===== config.mk =====
export PLATFORM = sky130hd
export DESIGN_NAME = pe_tensor_mc
export DESIGN_NICKNAME = d
export VERILOG_FILES = /design/src/rtl/pe_pkg.sv /design/src/rtl/pe_mac_tree.sv /design/src/rtl/pe_tensor_mc.sv
export SDC_FILE = /design/constraint.sdc
export NUM_CORES = 2
export LEC_CHECK = 0
export BUFFER_PORTS_ARGS = -buffer_cell sky130_fd_sc_hd__buf_4
export CORE_UTILIZATION = 58
export DETAILED_ROUTE_END_ITERATION = 8
export GPL_TIMING_DRIVEN = 0
export PLACE_DENSITY = 0.87
export SLEW_MARGIN = 20
export SYNTH_ARGS = -nofsm -noshare
export SYNTH_HDL_FRONTEND = slang
export SYNTH_SLANG_ARGS = --single-unit
export TNS_END_PERCENT = 20

===== constraint.sdc =====
create_clock -name clk -period 20.5 [get_ports clk]
set_input_delay 4.1 -clock clk [delete_from_list [all_inputs] [get_ports clk]]
set_output_delay 4.1 -clock clk [all_outputs]
set_load 0.02 [all_outputs]

===== src/rtl/pe_pkg.sv =====
// Shared defaults, derived widths and FSM state for the multi-channel PE tensor.
package pe_pkg;
    localparam int PE_DATA_W = 8;
    localparam int PE_KSIZE  = 3;
    localparam int PE_NUM_CH = 4;
    localparam int KK        = PE_KSIZE * PE_KSIZE;
    localparam int PROD_W    = 2 * PE_DATA_W;
    localparam int TREE_W    = PROD_W + $clog2(KK);

    typedef enum logic [1:0] {IDLE, RUN, DRAIN} state_t;

    function automatic int tree_width(input int data_w, input int kk);
        return 2 * data_w + $clog2(kk);
    endfunction
endpackage


===== src/rtl/pe_mac_tree.sv =====
// Registered signed products feeding a registered adder tree; both stages hold when en is low.
module pe_mac_tree
    import pe_pkg::*;
#(
    parameter int DATA_W = PE_DATA_W,
    parameter int N_EL   = KK,
    parameter int SUM_W  = TREE_W
) (
    input  logic                   clk,
    input  logic                   rst,
    input  logic                   en,
    input  logic [N_EL*DATA_W-1:0] ifmap,
    input  logic [N_EL*DATA_W-1:0] weight,
    output logic [SUM_W-1:0]       sum
);
    localparam int P_W = 2 * DATA_W;

    logic signed [P_W-1:0]   prod [N_EL];
    logic signed [SUM_W-1:0] sum_nx;

    for (genvar k = 0; k < N_EL; k++) begin : g_mul
        always_ff @(posedge clk or posedge rst) begin
            if (rst)
                prod[k] <= '0;
            else if (en)
                prod[k] <= P_W'($signed(ifmap[k*DATA_W +: DATA_W]))
                         * P_W'($signed(weight[k*DATA_W +: DATA_W]));
        end
    end

    always_comb begin
        sum_nx = '0;
        for (int k = 0; k < N_EL; k++)
            sum_nx = sum_nx + SUM_W'(prod[k]);
    end

    always_ff @(posedge clk or posedge rst) begin
        if (rst)     sum <= '0;
        else if (en) sum <= sum_nx;
    end
endmodule


===== src/rtl/pe_tensor_mc.sv =====
// Multi-channel convolution PE: per-channel filters, pipelined MAC, NUM_CH-beat accumulation
// into one saturated output pixel behind a valid/ready handshake.
module pe_tensor_mc
    import pe_pkg::*;
#(
    parameter int DATA_W = PE_DATA_W,
    parameter int KSIZE  = PE_KSIZE,
    parameter int NUM_CH = PE_NUM_CH,
    parameter int ACC_W  = 24,
    parameter int OUT_W  = 16
) (
    input  logic                                     clk,
    input  logic                                     rst,
    input  logic                                     wb_write_en,
    input  logic [((NUM_CH > 1) ? $clog2(NUM_CH) : 1)-1:0] wb_addr,
    input  logic [KSIZE*KSIZE*DATA_W-1:0]            filter_in,
    input  logic                                     start,
    input  logic                                     stop,
    input  logic                                     ifmap_valid,
    output logic                                     ifmap_ready,
    input  logic [KSIZE*KSIZE*DATA_W-1:0]            ifmap,
    output logic                                     out_valid,
    input  logic                                     out_ready,
    output logic [OUT_W-1:0]                         psum_out,
    output logic                                     busy
);
    localparam int N_EL   = KSIZE * KSIZE;
    localparam int VEC_W  = N_EL * DATA_W;
    localparam int SUM_W  = tree_width(DATA_W, N_EL);
    localparam int AW     = (NUM_CH > 1) ? $clog2(NUM_CH) : 1;
    localparam int STAGES = 3;
    localparam logic signed [ACC_W-1:0] SAT_HI = ACC_W'((64'sd1 <<< (OUT_W-1)) - 64'sd1);
    localparam logic signed [ACC_W-1:0] SAT_LO = ~SAT_HI;

    state_t                       state, state_nx;
    logic [NUM_CH-1:0][VEC_W-1:0] weights;
    logic [AW-1:0]                ch_cnt;
    logic                         stop_pend, stop_req, at_bound;
    logic                         en, accept, first_beat, last_beat;
    logic [STAGES:1]              vld_pipe, last_pipe;
    logic [2:1]                   first_pipe;
    logic signed [SUM_W-1:0]      tree_sum;
    logic signed [ACC_W-1:0]      sum_ext, acc;
    logic [OUT_W-1:0]             sat_val;

    assign en          = !(out_valid && !out_ready);
    assign stop_req    = stop || stop_pend;
    // A stop seen on a window boundary must not let a new window start.
    assign at_bound    = stop_req && (ch_cnt == '0);
    assign ifmap_ready = (state == RUN) && en && !at_bound;
    assign accept      = ifmap_valid && ifmap_ready;
    assign first_beat  = (ch_cnt == '0);
    assign last_beat   = (ch_cnt == AW'(NUM_CH - 1));
    assign busy        = (state != IDLE);
    assign sum_ext     = ACC_W'(tree_sum);

    always_ff @(posedge clk or posedge rst) begin
        if (rst) state <= IDLE;
        else     state <= state_nx;
    end

    always_comb begin
        state_nx = state;
        case (state)
            IDLE:    if (start) state_nx = RUN;
            RUN:     if (at_bound || (accept && last_beat && stop_req)) state_nx = DRAIN;
            // Leave as the last result is taken, so busy falls the cycle after the handshake.
            DRAIN:   if (vld_pipe == '0 && (!out_valid || out_ready)) state_nx = IDLE;
            default: state_nx = IDLE;
        endcase
    end

    always_ff @(posedge clk or posedge rst) begin
        if (rst)
            stop_pend <= 1'b0;
        else if (state_nx != RUN)
            stop_pend <= 1'b0;
        else if (state == RUN && stop && ch_cnt != '0)
            stop_pend <= 1'b1;
    end

    always_ff @(posedge clk or posedge rst) begin
        if (rst)
            weights <= '0;
        else if (state == IDLE && wb_write_en && 32'(wb_addr) < NUM_CH)
            weights[wb_addr] <= filter_in;
    end

    always_ff @(posedge clk or posedge rst) begin
        if (rst)         ch_cnt <= '0;
        else if (accept) ch_cnt <= last_beat ? '0 : ch_cnt + AW'(1);
    end

    pe_mac_tree #(.DATA_W(DATA_W), .N_EL(N_EL), .SUM_W(SUM_W)) u_mac (
        .clk    (clk),
        .rst    (rst),
        .en     (en),
        .ifmap  (ifmap),
        .weight (weights[ch_cnt]),
        .sum    (tree_sum)
    );

    always_ff @(posedge clk or posedge rst) begin
        if (rst) begin
            vld_pipe   <= '0;
            last_pipe  <= '0;
            first_pipe <= '0;
            acc        <= '0;
        end else if (en) begin
            vld_pipe   <= {vld_pipe[STAGES-1:1], accept};
            last_pipe  <= {last_pipe[STAGES-1:1], last_beat};
            first_pipe <= {first_pipe[1], first_beat};
            if (vld_pipe[2])
                acc <= first_pipe[2] ? sum_ext : acc + sum_ext;
        end
    end

    always_comb begin
        if (acc > SAT_HI)      sat_val = {1'b0, {(OUT_W-1){1'b1}}};
        else if (acc < SAT_LO) sat_val = {1'b1, {(OUT_W-1){1'b0}}};
        else                   sat_val = acc[OUT_W-1:0];
    end

    // en low means a result is parked, so out_valid and psum_out simply hold.
    always_ff @(posedge clk or posedge rst) begin
        if (rst) begin
            out_valid <= 1'b0;
            psum_out  <= '0;
        end else if (en) begin
            out_valid <= vld_pipe[STAGES] && last_pipe[STAGES];
            if (vld_pipe[STAGES] && last_pipe[STAGES])
                psum_out <= sat_val;
        end
    end
endmodule

==> results.json <==
{
  "worstSkewPairLatency_ns": 0.67,
  "cts_sinks": 506,
  "root_buffer": "clkbuf_16",
  "cts_setup_buffers": 0,
  "rsz0062_at_grt": "no",
  "grt-ovfl-total": 0,
  "htreeDepth": 2,
  "ys_top_cells_by_area": "dfrtp_1 27%, fa_1 26%, ha_1 8.6%",
  "drt_first_pass_iters": 6,
  "synth-edff-count": 0,
  "cp.required_ns": 16.40,
  "finalClockSkew_ns": 0.0623,
  "crit_slowest_cell": "clkbuf_1",
  "ys_seq_area_share_pct": 27.1,
  "final_cell_mix": "796 x inv_1, 601 x fa_1, 506 x dfrtp_1",
  "syn_inst": 4446,
  "post_cts_resized": 0,
  "synth_nets": 5523,
  "hp-class": "reg -> reg",
  "synth_top_cell_by_area": "dfrtp_1",
  "yosysWarnings": 0,
  "avgRoutedWirePerCell_um": 21.3,
  "relSlewSlack_pct": 14.1,
  "timing.critical_path.mode_cell": "buf_4",
  "antenna_found_initial": 4,
  "fmaxAchievable_mhz": 105,
  "cts-buffers-inserted": 57,
  "floorplan.initialDensity_pct": 58.9,
  "tightest_slew_ns": 1.29,
  "drv_cap": 0,
  "cts_max_path_buffers": 3,
  "cp_max_fo": 10,
  "period_minus_slack_ns": 9.56,
  "fin_cells": 5776,
  "endpoint_kind": "primary output",
  "drtIter0Drc": 2698,
  "grt_pass1_wl_um": 196000,
  "drt_wl_total_um": 123000,
  "fin_nets": 5759,
  "crit_chain": "buf_4 > nand2b_1 > clkbuf_1 > o211a_1 > buf_4",
  "track_usage_pct": 31.0,
  "synth-async-reset-ratio_pct": 100,
  "grt_max_degree": 108,
  "dp_cells": 5673,
  "status": "finished clean",
  "syn_to_final_growth_pct": 9.80,
  "arrival_ns": 5.46,
  "drive_above_1_share_pct": 13.7,
  "hpwl_um": 96600,
  "core-area_mm2": 0.0794,
  "detail-route-antenna-nets": 0,
  "via_per_inst": 5.82,
  "whs_ns": 0.475,
  "setup_viol": 0,
  "max_stage_delay_ns": 0.55,
  "crit_type": "in -> out",
  "grt_pass1_vias": 36300,
  "synth_area_per_cell_um2": 10.5,
  "rows": 103,
  "chipWidth_um": 286,
  "hold_viol": 0,
  "vias": 33600,
  "synth_top_area_share_pct": 27.1,
  "routabilityCongestion": 0.956,
  "dieArea_mm2": 0.0818,
  "yosysUniqueCellTypes": 57,
  "drc": 0,
  "io_buffers": 171,
  "ios": 172,
  "period_share_pct": 46.6,
  "die_height_um": 286,
  "path_clk_slew_ns": 0.06,
  "ctsHoldBuffers": 0,
  "start_kind": "primary input",
  "finalMaxSlewViolations": 0,
  "fin_util_pct": 64.7,
  "layout_commonest_cell": "inv_1",
  "ys_seq_elements": 506,
  "tritoncts": "done",
  "syn_area_mm2": 0.0468,
  "synth_top_flop_cell": "dfrtp_1"
}
==> critical path, delay by kind of cell <==
| family | cells | cell delay, ns |
|---|---|---|
| AND/OR/NAND/NOR | 1 | 0.15 |
| buffers and inverters | 3 | 0.88 |
| AO/OA/AOI/OAI | 1 | 0.32 |
==> final cells by class <==
class | instances | area (µm²)
Antenna cell | 3 | 7.51
Clock buffer | 83 | 1640
Fill cell | 5767 | 28000
Buffer | 101 | 394
Inverter | 797 | 3000
Timing Repair Buffer | 177 | 1430
Clock inverter | 17 | 169
Sequential cell | 506 | 12700
Multi-Input combinational cell | 3042 | 30800
Tap cell | 1050 | 1310
==> per-stage QoR <==
step | setup WS (ns) | TNS (ns) | area (µm²)
2_1_floorplan | 2.27 | 0 | 46800
3_3_place_gp | -2.73 | -1346.16 | 49400
3_5_place_dp | 11.08 | 0 | 49600
4_1_cts | 11.05 | 0 | 51400
5_1_grt | 10.98 | 0 | 51400
6_report | 10.94 | 0 | 51400
==> sequential cells by signal, indices dropped and copies added, names as in the netlist <==
name	count
ch_cnt	2
u_mac.sum	20
acc	24
out_valid	1
stop_pend	1
last_pipe	3
vld_pipe	3
psum_out	16
u_mac.prod	144
first_pipe	2
weights	288
state	2
==> final timing paths <==
kind | startpoint | to | cells past startpoint | slack, ns
max | out_ready | ifmap_ready | 5 | 10.94
min | last_pipe[2] | last_pipe[2] | 2 | 0.48
max reg2reg | u_mac.prod[113] | u_mac.sum[18] | 28 | 13.10
min reg2reg | last_pipe[2] | last_pipe[2] | 2 | 0.48
max in group asynchronous | rst | weights[60] | 5 | 15.27
min in group asynchronous | rst | weights[252] | 2 | 3.43
==> kinds of logic after synthesis <==
family                   after synthesis  synth area share, %
XOR/XNOR                             157                 2.94
flip-flops                           506                 27.1
AND/OR/NAND/NOR                     1104                 11.6
buffers and inverters                898                 7.21
multiplexers                         369                 10.6
AO/OA/AOI/OAI                        488                 6.24
adder cells (fa/ha/maj)              924                 34.3
==> synthesized netlist by cell type, types with 30 or more instances <==
cell type / count
nor2b_1: 30
ha_1: 323
inv_1: 797
nand3_1: 30
nand2_1: 416
mux4_2: 72
fa_1: 601
nor2_1: 150
xor2_1: 44
dfrtp_1: 506
o21ai_0: 173
o31ai_1: 41
nand2b_1: 75
mux2_2: 292
and2_1: 332
xnor2_1: 113
clkbuf_1: 89
a21oi_1: 158
==> metal layers <==
metal  vias to the layer above  wire, µm  part of all wire, %  global-route usage, %
li1                      14700         -                    -                      -
met3                       416      9740                  7.9                   5.43
met2                      1550     58700                   48                   50.7
met1                     17000     45300                   37                   37.7
met5                         -         0                    0                      0
met4                         0      9510                  7.7                   20.9
Power is not shown: default switching activity piles up to over one toggle a cycle in this logic, so the estimate is an artifact.
